<file path="src/rtl/gate_exerciser.sv">
// Clocked stimulus/checker around a combinational gate: walks every input
// vector, waits a settle time, samples the output and scores it against a truth table.
module gate_exerciser #(
    parameter int                        N_INPUTS      = 1,
    parameter int                        SETTLE_CYCLES = 2,
    parameter logic [2**N_INPUTS-1:0]    TRUTH_TABLE   = 2'b01
) (
    input  logic                  clk,
    input  logic                  rst,
    input  logic                  start,
    output logic [N_INPUTS-1:0]   dut_in,
    input  logic                  dut_out,
    output logic                  busy,
    output logic                  done,
    output logic                  pass,
    output logic [N_INPUTS:0]     err_count,
    output logic [N_INPUTS-1:0]   fail_vec,
    output logic                  fail_valid
);
    localparam int CW = $clog2(SETTLE_CYCLES + 1);
    localparam logic [N_INPUTS-1:0] LAST_VEC = '1;
    localparam logic [CW-1:0]       RELOAD   = CW'(SETTLE_CYCLES);

    typedef enum logic [1:0] {IDLE, SETTLE, SAMPLE, DONE} state_t;

    state_t              state;
    logic [N_INPUTS-1:0] vec;
    logic [CW-1:0]       cnt;
    logic                mismatch;
    logic [N_INPUTS:0]   err_next;

    // Case inequality so X/Z on the gate output scores as a failure.
    always_comb begin
        mismatch = (dut_out !== TRUTH_TABLE[vec]);
        err_next = err_count + (N_INPUTS + 1)'(mismatch);
    end

    assign dut_in = vec;

    always_ff @(posedge clk or posedge rst) begin
        if (rst) begin
            state      <= IDLE;
            vec        <= '0;
            cnt        <= '0;
            busy       <= 1'b0;
            done       <= 1'b0;
            pass       <= 1'b0;
            err_count  <= '0;
            fail_vec   <= '0;
            fail_valid <= 1'b0;
        end else begin
            case (state)
                IDLE, DONE: begin
                    if (start) begin
                        vec        <= '0;
                        err_count  <= '0;
                        fail_vec   <= '0;
                        fail_valid <= 1'b0;
                        done       <= 1'b0;
                        pass       <= 1'b0;
                        busy       <= 1'b1;
                        cnt        <= RELOAD;
                        state      <= SETTLE;
                    end
                end
                SETTLE: begin
                    cnt <= cnt - 1'b1;
                    if (cnt == CW'(1))
                        state <= SAMPLE;
                end
                SAMPLE: begin
                    if (mismatch) begin
                        err_count <= err_next;
                        if (!fail_valid) begin
                            fail_vec   <= vec;
                            fail_valid <= 1'b1;
                        end
                    end
                    if (vec == LAST_VEC) begin
                        busy  <= 1'b0;
                        done  <= 1'b1;
                        pass  <= (err_next == '0);
                        state <= DONE;
                    end else begin
                        vec   <= vec + 1'b1;
                        cnt   <= RELOAD;
                        state <= SETTLE;
                    end
                end
                default: state <= IDLE;
            endcase
        end
    end
endmodule

</file>
<file path="config.mk">
export PLATFORM = sky130hd
export DESIGN_NAME = gate_exerciser
export DESIGN_NICKNAME = d
export VERILOG_FILES = /design/src/rtl/gate_exerciser.sv
export SDC_FILE = /design/constraint.sdc
export NUM_CORES = 1
export LEC_CHECK = 0
export CAP_MARGIN = 20
export CORE_AREA = 5 5 42 44
export DETAILED_ROUTE_END_ITERATION = 16
export DIE_AREA = 0 0 47 49
export DONT_BUFFER_PORTS = 1
export GPL_TIMING_DRIVEN = 0
export MAX_ROUTING_LAYER = met4
export PLACE_DENSITY = 0.8
export SLEW_MARGIN = 20
export SYNTH_ARGS = -nofsm -noshare
export SYNTH_HDL_FRONTEND = slang
export SYNTH_SLANG_ARGS = --single-unit
</file>
<file path="constraint.sdc">
create_clock -name clk -period 2.3 [get_ports clk]
set_clock_uncertainty 0.15 [all_clocks]
set_input_delay 0.345 -clock clk [delete_from_list [all_inputs] [get_ports clk]]
set_output_delay 0.345 -clock clk [all_outputs]
set_load 0.01 [all_outputs]
</file>
==> results of run 1 <==
==> metrics by stage <==
stage	instances	setup slack, ns
after detailed placement	88	0.4678
after CTS	92	0.4551
final	92	0.4670
after floorplan	72	0.5963
after global placement	88	0.4877
after global routing	92	0.3506
==> power by group through the flow <==
stage,Clock [mW],Sequential (mW),Combinational (mW)
floorplan,0,0.310,0.381
global placement,0,0.318,0.438
detailed placement,0,0.321,0.453
CTS,0.135,0.317,0.459
global route,0.144,0.325,0.512
finish,0.128,0.315,0.455
==> what timing repair did <==
item                                   4_1_cts  5_1_grt
hold buffers                                 1        0
buffers inserted                             0        0
endpoints found under the hold margin       12        0
==> worst paths after layout <==
kind | end | cells past startpoint
hold / removal | fail_vec | 2
max in group asynchronous | fail_vec | 2
setup / recovery | pass | 4
hold reg to reg | state[1] | 1
min in group asynchronous | fail_valid | 2
setup reg to reg | pass | 4
==> per-layer routing <==
| metal | routed length, um | vias up | GRT usage |
|---|---|---|---|
| met2 | 652 | 10 | 0.1991 |
| met5 | 0 | - | - |
| li1 | - | 261 | - |
| met3 | 83 | 2 | 0.05904 |
| met4 | 7 | 0 | 0.04147 |
| met1 | 552 | 252 | 0.1545 |
==> cell usage after synthesis (all sizes together) <==
cell type / number
inv: 7
o21ai: 5
o41ai: 2
o31a: 1
a311oi: 1
a31oi: 1
a21oi: 6
and2: 1
mux2: 1
o21a: 1
xor2: 1
dfrtp: 12
xnor2: 1
a31o: 1
nand2b: 1
nor2: 6
nor2b: 2
buf: 3
nor3b: 1
ha: 5
o2bb2ai: 2
mux2i: 4
and3b: 1
nand2: 6
==> worst max-delay path: stages, from the launching register on <==
cell and delay [ns]:
sky130_fd_sc_hd__dfrtp_1 0.42, sky130_fd_sc_hd__buf_4 0.19, sky130_fd_sc_hd__xnor2_4 0.26, sky130_fd_sc_hd__ha_1 0.31, sky130_fd_sc_hd__o41ai_1 0.38
==> kinds of logic (layout without fill, tap and decap cells) <==
family / Yosys count / after routing / share of synthesized area
xor gates and xnor gates: 2 / 2 / 0.05009
adders and majority gates: 5 / 5 / 0.08636
muxes: 5 / 5 / 0.07081
AOI/OAI and AO/OA: 20 / 20 / 0.1952
DFF: 12 / 12 / 0.4145
and+or+nand+nor: 18 / 18 / 0.1226
buffers and inverters: 10 / 14 / 0.06046
==> state kept, by name (all words and copies together), names as in the netlist <==
signal / count
err_count: 2
fail_valid: 1
state: 2
done: 1
fail_vec: 1
dut_in: 1
cnt: 2
pass: 1
busy: 1
==> cell type report <==
type / instances / area, um^2 / area share
multi-input cells: 50 / 380.4 / 0.4895
flip-flops and latches: 12 / 300.3 / 0.3865
inverters: 7 / 26.28 / 0.03382
clock buffers: 3 / 22.52 / 0.02899
well taps: 16 / 20.02 / 0.02576
plain buffers: 3 / 17.52 / 0.02254
repair buffers: 1 / 10.01 / 0.01288
==> results by group, run 1 <==
STA
  • Number of pins with negative max-slew slack in the final report: 0
  • Sum of negative setup slack: 0 ns
  • Period Utilization, post-route: 0.7969
  • Final critical-path required period: 1.833 ns
  • Unrepaired setup endpoints after global routing: false
  • Worst hold slack across all endpoints: 0.06465 ns
  • Total count of hold-check failures in the final report: 0
  • Max Freq: 545.6 MHz
  • Actual slew at the worst max-slew pin: 0.4487 ns
  • Worst-case headroom to the max-slew limit: 0.7005
  • Total setup violations reported at the end of the flow: 0

Cells and area
  • Leading cell types in the layout, fill and taps excluded: sky130_fd_sc_hd__dfrtp_1 (12), sky130_fd_sc_hd__inv_1 (7), sky130_fd_sc_hd__a21oi_1 (6), sky130_fd_sc_hd__nand2_1 (6), sky130_fd_sc_hd__nor2_1 (6)
  • Layout cells sized above 1: 0.1579
  • Fin util: 0.5545
  • Cell area after layout: 777.0 um^2
  • Area added between synthesis and finish: 7.254%
  • Antenna cell count: 0
  • Most common cell after layout, fill and taps aside: sky130_fd_sc_hd__dfrtp_1
  • Layout net count: 87
  • # fillers: 127

Power and ir drop
  • Seq pwr share: 0.351
  • VDD IR-drop max: 0.0006919 V
  • Power density over the cells: 1156 nW/um^2
  • Overall Power: 0.8980 mW
  • Leakage component of the power: 0.3725 nW
  • Fraction of power spent switching nets: 0.4240
  • Portion of total power attributed to combinational logic: 0.506
  • Clock network fraction of total power: 0.143
  • Total internal power: 0.5172 mW
  • Switching power: 0.3808 mW

Synth
  • Sequential area share after synthesis: 0.4145
  • Top cells by area in the synthesized netlist: sky130_fd_sc_hd__dfrtp_1 (41%), sky130_fd_sc_hd__ha_1 (8.6%), sky130_fd_sc_hd__mux2i_1 (5.5%)
  • Post-synthesis cell count: 72
  • Cell accounting for the most synthesized area: sky130_fd_sc_hd__dfrtp_1
  • Syn nets: 81
  • Mean instance size in the synthesized netlist: 10.06 um^2
  • Total of flip-flops plus latches after synthesis: 12
  • Synth warnings: 0
  • Number of distinct library cell variants in the gate-level netlist after synthesis: 27
  • Top cell type's share of synthesized area: 0.4145
  • Synthesized cell area: 724.4 um^2

Die
  • Number of ports placed on the die boundary: 12
  • Number of placement rows: 14
  • Die footprint: 2303 um^2
  • Vert. Die Dim: 49 um
  • Floorplan die width: 47 um
  • Initial standard-cell utilization of the core: 0.5170
  • Core outline area: 1401 um^2

CTS
  • Clock Path Buffers: 2
  • Post-cts gate resize count: 0
  • Cell at the root of the clock tree: sky130_fd_sc_hd__clkbuf_4
  • Clock slew at the register clock pins of the worst setup and hold paths: 0.07 ns
  • Clock insertion delay at the later pin of the skew report: 0.27 ns
  • Total clock buffers created by CTS: 3
  • Level count of the clock H-tree: 1
  • Count of clock tree sinks: 12
  • Clock tree from TritonCTS: done

Routing
  • Detailed-route wire length: 1295 um
  • Number of DRC violations after detailed routing: 0
  • Average via count per standard cell: 5.707
  • Detailed-routing iteration count for the pre-antenna-repair pass: 4
  • Final antenna-violating net count: 0
  • Vias: 525
  • Detail-routed net length per standard cell: 14.08 um
  • Number of design-rule violations left by the first detailed-router iteration: 3

Critical path
  • Setup crit start kind: flop
  • Kind of end point of the critical path: flop
  • Setup slack on the worst flop-to-flop path: 0.47 ns
  • Type of the worst setup path: reg -> reg
  • Required time at the endpoint of the critical path: 2.31 ns
  • Worst flop-to-flop path startpoint: dut_in
  • Critical Path Fanout Max: 8
  • Crit path DAT: 1.84 ns
  • Critical path origin: dut_in

Global route
  • First-pass GRT wire length: 2201 um
  • Vias in the first global route: 510
  • Gr usage total: 0.1321
  • Aggregate global routing overflow: 0
  • Antenna violations before repair: 0
  • Largest net degree at the start of global routing: 13

Place
  • Weighted congestion at the end of routability-driven global placement: 0.8001
  • Final HPWL DP: 963.1 um
  • Number of port buffers: 0
  • Placed cell area: 744.5 um^2

Hold path
  • Worst min-delay path category: in -> reg
  • Hold Path Origin: dut_out

Run status
  • Result of the run: finished, final reports clean

Job
  • Number of max-capacitance violations reported: 0
Note: power is estimated with default switching activity, not from simulation.
==> inputs of run 2 (changes only) <==
Clock period 2.3 ns to 1.7 ns, I/O delays scaled along.
==> results by group, run 2 (synthesis gave the netlist of run 1 again) <==
Cells and area
  • Most common cell after layout, fill and taps aside: sky130_fd_sc_hd__dfrtp_1
  • Sequential cell area: 300.3 um^2
  • Area added between synthesis and finish: 23.32%
  • Layout net count: 95
  • Largest registers: cnt x2, err_count x2, state x2
  • Antenna cell count: 0
  • Cell area after layout: 893.4 um^2
  • Leading cell types in the layout, fill and taps excluded: sky130_fd_sc_hd__dfrtp_1 (12), sky130_fd_sc_hd__buf_4 (8), sky130_fd_sc_hd__inv_1 (7)
  • Area used by multi-input combinational logic: 414.1 um^2
  • Layout cells sized above 1: 0.2941
  • # fillers: 123

Global route
  • Vias in the first global route: 527
  • First-pass GRT wire length: 2366 um
  • Aggregate global routing overflow: 0
  • Antenna violations before repair: 0
  • Gr usage total: 0.1447
  • Largest net degree at the start of global routing: 13

Run status
  • Result of the run: finished, final reports clean

Routing
  • Final antenna-violating net count: 0
  • Average via count per standard cell: 5.455
  • Number of DRC violations after detailed routing: 0
  • Detail-routed net length per standard cell: 14.22 um
  • Vias: 551
  • Number of design-rule violations left by the first detailed-router iteration: 11
  • Detailed-route wire length: 1436 um
  • Detailed-routing iteration count for the pre-antenna-repair pass: 4

CTS
  • Clock insertion delay at the later pin of the skew report: 0.27 ns
  • Total clock buffers created by CTS: 3
  • Clock tree from TritonCTS: done
  • Clock Path Buffers: 2
  • Count of clock tree sinks: 12
  • Level count of the clock H-tree: 1
  • Clock slew at the register clock pins of the worst setup and hold paths: 0.08 ns
  • Cell at the root of the clock tree: sky130_fd_sc_hd__clkbuf_4

Die
  • Die footprint: 2303 um^2
  • Number of ports placed on the die boundary: 12
  • Number of placement rows: 14
  • Vert. Die Dim: 49 um
  • Core outline area: 1401 um^2
  • Initial standard-cell utilization of the core: 0.5170
  • Floorplan die width: 47 um

Power and ir drop
  • Leakage component of the power: 0.4276 nW
  • Total internal power: 0.8874 mW
  • Switching power: 0.5883 mW
  • Portion of total power attributed to combinational logic: 0.552
  • Fraction of power spent switching nets: 0.3987
  • Seq pwr share: 0.294
  • VDD IR-drop max: 0.0008399 V
  • Overall Power: 1.476 mW
  • Power density over the cells: 1652 nW/um^2
  • Clock network fraction of total power: 0.154

Hold path
  • Number of cells on the worst hold path: 2
  • Min-Delay Endpoint: busy
  • Worst min-delay path category: in -> reg
  • Hold Path Origin: start

Critical path
  • Length in cells of the worst reg-to-reg path: 6
  • Master of the slowest instance on the critical path: sky130_fd_sc_hd__dfrtp_1
  • Critical Path Fanout Max: 8
  • Crit path DAT: 1.67 ns
  • Type of the worst setup path: reg -> reg
  • Cell class contributing the biggest share of worst-path delay: flip-flops
  • Cell-by-cell listing of the critical path: inv_1, ha_1, buf_4, and3b_1, a311oi_2, o21ai_1
  • Setup slack on the worst flop-to-flop path: 0.04 ns
  • Kind of end point of the critical path: flop
  • Worst flop-to-flop path startpoint: state[0]
  • Capture instance of the worst register-to-register path: err_count[0]
  • Peak per-stage delay on the critical path: 0.35 ns
  • Number of buffer and inverter instances along the worst setup path: 2
  • Setup crit start kind: flop
  • Required time at the endpoint of the critical path: 1.70 ns

STA
  • Worst-case headroom to the max-slew limit: 0.6840
  • Number of pins with negative max-slew slack in the final report: 0
  • Least setup slack across all paths after layout: 0.03810 ns
  • Final critical-path required period: 1.662 ns
  • Sum of negative setup slack: 0 ns
  • Max Freq: 601.7 MHz
  • Total setup violations reported at the end of the flow: 0
  • Total count of hold-check failures in the final report: 0
  • Period Utilization, post-route: 0.9776
  • Actual slew at the worst max-slew pin: 0.4734 ns

Place
  • Weighted congestion at the end of routability-driven global placement: 0.8277
  • Worst slack after detailed placement: -0.09837 ns
  • Final HPWL DP: 1014 um
  • Placed cell area: 744.5 um^2
  • Number of port buffers: 0

Job
  • Number of max-capacitance violations reported: 0
==> run 2: metal layers <==
metal	global-route usage	routed length [um]	vias up
met4	0.05530	21	0
met5	-	0	-
met2	0.2262	738	11
met1	0.1598	601	259
met3	0.05904	75	4
li1	-	-	277
==> run 2: worst max path at each step <==
stage | start | to | slack, ns | cells after the start
floorplan | dut_in | err_count[0] | 0.02 | 6
global placement | dut_in | err_count[0] | -0.07 | 6
detailed placement | dut_in | err_count[0] | -0.1 | 6
CTS | state[1] | cnt[0] | 0.006 | 5
global route | state[1] | pass | -0.03 | 5
finish | state[0] | err_count[0] | 0.04 | 6
==> run 2: power by group through the flow <==
stage	combinational, mW	clock, mW	sequential [mW]
final	0.815	0.228	0.433
after global routing	0.904	0.247	0.444
after CTS	0.710	0.235	0.434
after detailed placement	0.617	0	0.438
after global placement	0.589	0	0.430
after floorplan	0.514	0	0.420
==> run 2: through the flow <==
step           cells    util  hold slack (ns)
2_1_floorplan     72       -         -0.03030
3_3_place_gp      88  0.5313          0.03127
3_5_place_dp      88  0.5313          0.03326
4_1_cts           96  0.6009          0.01808
5_1_grt          101  0.6375          0.04407
6_report         101  0.6375          0.02284
==> run 2: repair_timing <==
item                                   CTS  global route
hold buffers                             2             0
endpoints found under the hold margin   13             0
setup endpoints to repair                4             4
buffers inserted                         2             5
pin swaps                                1             2
resized for setup                        4             4
==> run 2: area by class of cell <==
cell class	count	share of cell area
repair buffers	9	0.08123
clock buffers	4	0.04062
flip-flops and latches	12	0.3361
well taps	16	0.02241
multi-input cells	50	0.4636
plain buffers	3	0.02661
inverters	7	0.02941
==> run 2: worst register-to-register path, cell delays in order (launching register included) <==
cell and delay [ns]:
sky130_fd_sc_hd__dfrtp_1 0.35, sky130_fd_sc_hd__inv_1 0.06, sky130_fd_sc_hd__ha_1 0.29, sky130_fd_sc_hd__buf_4 0.17, sky130_fd_sc_hd__and3b_1 0.17, sky130_fd_sc_hd__a311oi_2 0.23, sky130_fd_sc_hd__o21ai_1 0.11
==> inputs of run 3 (changes only) <==
Settings changed: CAP_MARGIN 20 to default, CORE_AREA 5 5 42 44 to 5 5 43 45, DIE_AREA 0 0 47 49 to 0 0 48 50, PLACE_DENSITY 0.8 to 0.77.
==> results by group, run 3 (synthesis gave the netlist of run 1 again) <==
Routing
  • Detail-routed net length per standard cell: 14.58 um
  • Final antenna-violating net count: 0
  • Vias: 544
  • Detailed-routing iteration count for the pre-antenna-repair pass: 4
  • Number of DRC violations after detailed routing: 0
  • Average via count per standard cell: 5.667
  • Detailed-route wire length: 1400 um
  • Number of design-rule violations left by the first detailed-router iteration: 9

STA
  • Actual slew at the worst max-slew pin: 0.4679 ns
  • Sum of negative setup slack: 0 ns
  • Period Utilization, post-route: 0.9645
  • Max Freq: 609.9 MHz
  • Least setup slack across all paths after layout: 0.06039 ns
  • Total setup violations reported at the end of the flow: 0
  • Final critical-path required period: 1.640 ns
  • Number of pins with negative max-slew slack in the final report: 0
  • Total count of hold-check failures in the final report: 0
  • Worst hold slack across all endpoints: 0.06097 ns
  • Worst-case headroom to the max-slew limit: 0.6877

Cells and area
  • Antenna cell count: 0
  • Leading cell types in the layout, fill and taps excluded: sky130_fd_sc_hd__dfrtp_1 (12), sky130_fd_sc_hd__inv_1 (7), sky130_fd_sc_hd__a21oi_1 (6), sky130_fd_sc_hd__nor2_1 (6), sky130_fd_sc_hd__nand2_1 (5)
  • Final non-filler cell total: 96
  • Layout net count: 91
  • Area used by multi-input combinational logic: 427.9 um^2
  • Fin util: 0.6037
  • # fillers: 124
  • Sequential cell area: 300.3 um^2
  • Most common cell after layout, fill and taps aside: sky130_fd_sc_hd__dfrtp_1
  • Layout cells sized above 1: 0.2500
  • Area added between synthesis and finish: 19.69%
  • Cell area after layout: 867.1 um^2
  • Largest registers: cnt x2, err_count x2, state x2

Die
  • Initial standard-cell utilization of the core: 0.5044
  • Number of placement rows: 14
  • Vert. Die Dim: 50 um
  • Floorplan die width: 48 um
  • Core outline area: 1436 um^2
  • Die footprint: 2400 um^2
  • Number of ports placed on the die boundary: 12

CTS
  • Count of clock tree sinks: 12
  • Total clock buffers created by CTS: 3
  • Clock tree from TritonCTS: done
  • Level count of the clock H-tree: 1
  • Clock slew at the register clock pins of the worst setup and hold paths: 0.07 ns
  • Clock Path Buffers: 2
  • Clock insertion delay at the later pin of the skew report: 0.27 ns
  • Cell at the root of the clock tree: sky130_fd_sc_hd__clkbuf_4

Job
  • Number of max-capacitance violations reported: 0

Critical path
  • Critical Path Fanout Max: 8
  • Type of the worst setup path: reg -> reg
  • Setup crit start kind: flop
  • Crit path DAT: 1.65 ns
  • Required time at the endpoint of the critical path: 1.71 ns
  • Kind of end point of the critical path: flop
  • Length in cells of the worst reg-to-reg path: 6

Global route
  • Antenna violations before repair: 0
  • Aggregate global routing overflow: 0
  • Largest net degree at the start of global routing: 13
  • First-pass GRT wire length: 2256 um
  • Vias in the first global route: 531
  • Gr usage total: 0.1369

Place
  • Number of port buffers: 0
  • Worst slack after detailed placement: -0.1164 ns
  • Placed cell area: 744.5 um^2
  • Weighted congestion at the end of routability-driven global placement: 0.8273
  • Final HPWL DP: 977.2 um
  • Number of placed instances, taps included: 88

Power and ir drop
  • Overall Power: 1.435 mW
  • Power density over the cells: 1655 nW/um^2
  • VDD IR-drop max: 0.0007451 V
  • Leakage component of the power: 0.4087 nW

Run status
  • Result of the run: finished, final reports clean

Hold path
  • Worst min-delay path category: in -> reg
  • Number of cells on the worst hold path: 3
[run 3: changes by cell type in the layout (fill, tap and decap cells not counted), sizes merged]
cell,delta
buf,-4
clkbuf,-1
[run 3: critical path: stages, from the launching register on]
cell and delay [ns]:
sky130_fd_sc_hd__dfrtp_1 0.43, sky130_fd_sc_hd__buf_6 0.16, sky130_fd_sc_hd__xnor2_4 0.17, sky130_fd_sc_hd__ha_4 0.24
sky130_fd_sc_hd__and2_1 0.15, sky130_fd_sc_hd__mux2i_1 0.15, sky130_fd_sc_hd__o21ai_1 0.07
[run 3: path summary, 6_finish.rpt]
path | startpoint | endpoint | slack [ns]
max | dut_in | err_count[0] | 0.06
min | start | err_count[1] | 0.06
max reg2reg | dut_in | err_count[0] | 0.06
min reg2reg | state[1] | state[1] | 0.38
max in group asynchronous | rst | dut_in | 0.80
min in group asynchronous | rst | err_count[1] | 0.28
[run 3: cell type report]
class	count	area share
buffer	3	0.03175
clock buffer	3	0.02597
inverter	7	0.03030
multi-input combinational	50	0.4935
sequential	12	0.3463
tap	16	0.02309
timing repair buffer	5	0.04906
[run 3: timing repair]
| item | in CTS | in global routing |
|---|---|---|
| hold buffers | 2 | 0 |
| setup buffers | 1 | 2 |
| endpoints found under the setup margin | 4 | 6 |
| endpoints found under the hold margin | 13 | 0 |
| pin swaps | 1 | 2 |
| resized for setup | 6 | 6 |
[run 3: power by group]
group / leakage [nW] / total (mW) / internal, mW / switching, mW
clock network: 0.0138 / 0.176 / 0.0820 / 0.0940
registers: 0.154 / 0.431 / 0.358 / 0.0731
logic: 0.240 / 0.828 / 0.405 / 0.423
[run 3: routing by layer]
| layer | global-route usage | vias up | part of all wire |
|---|---|---|---|
| met5 | - | - | 0 |
| li1 | - | 270 | - |
| met1 | 0.1467 | 260 | 0.44 |
| met4 | 0.07175 | 0 | 0.026 |
| met2 | 0.2225 | 9 | 0.50 |
| met3 | 0.03273 | 5 | 0.034 |
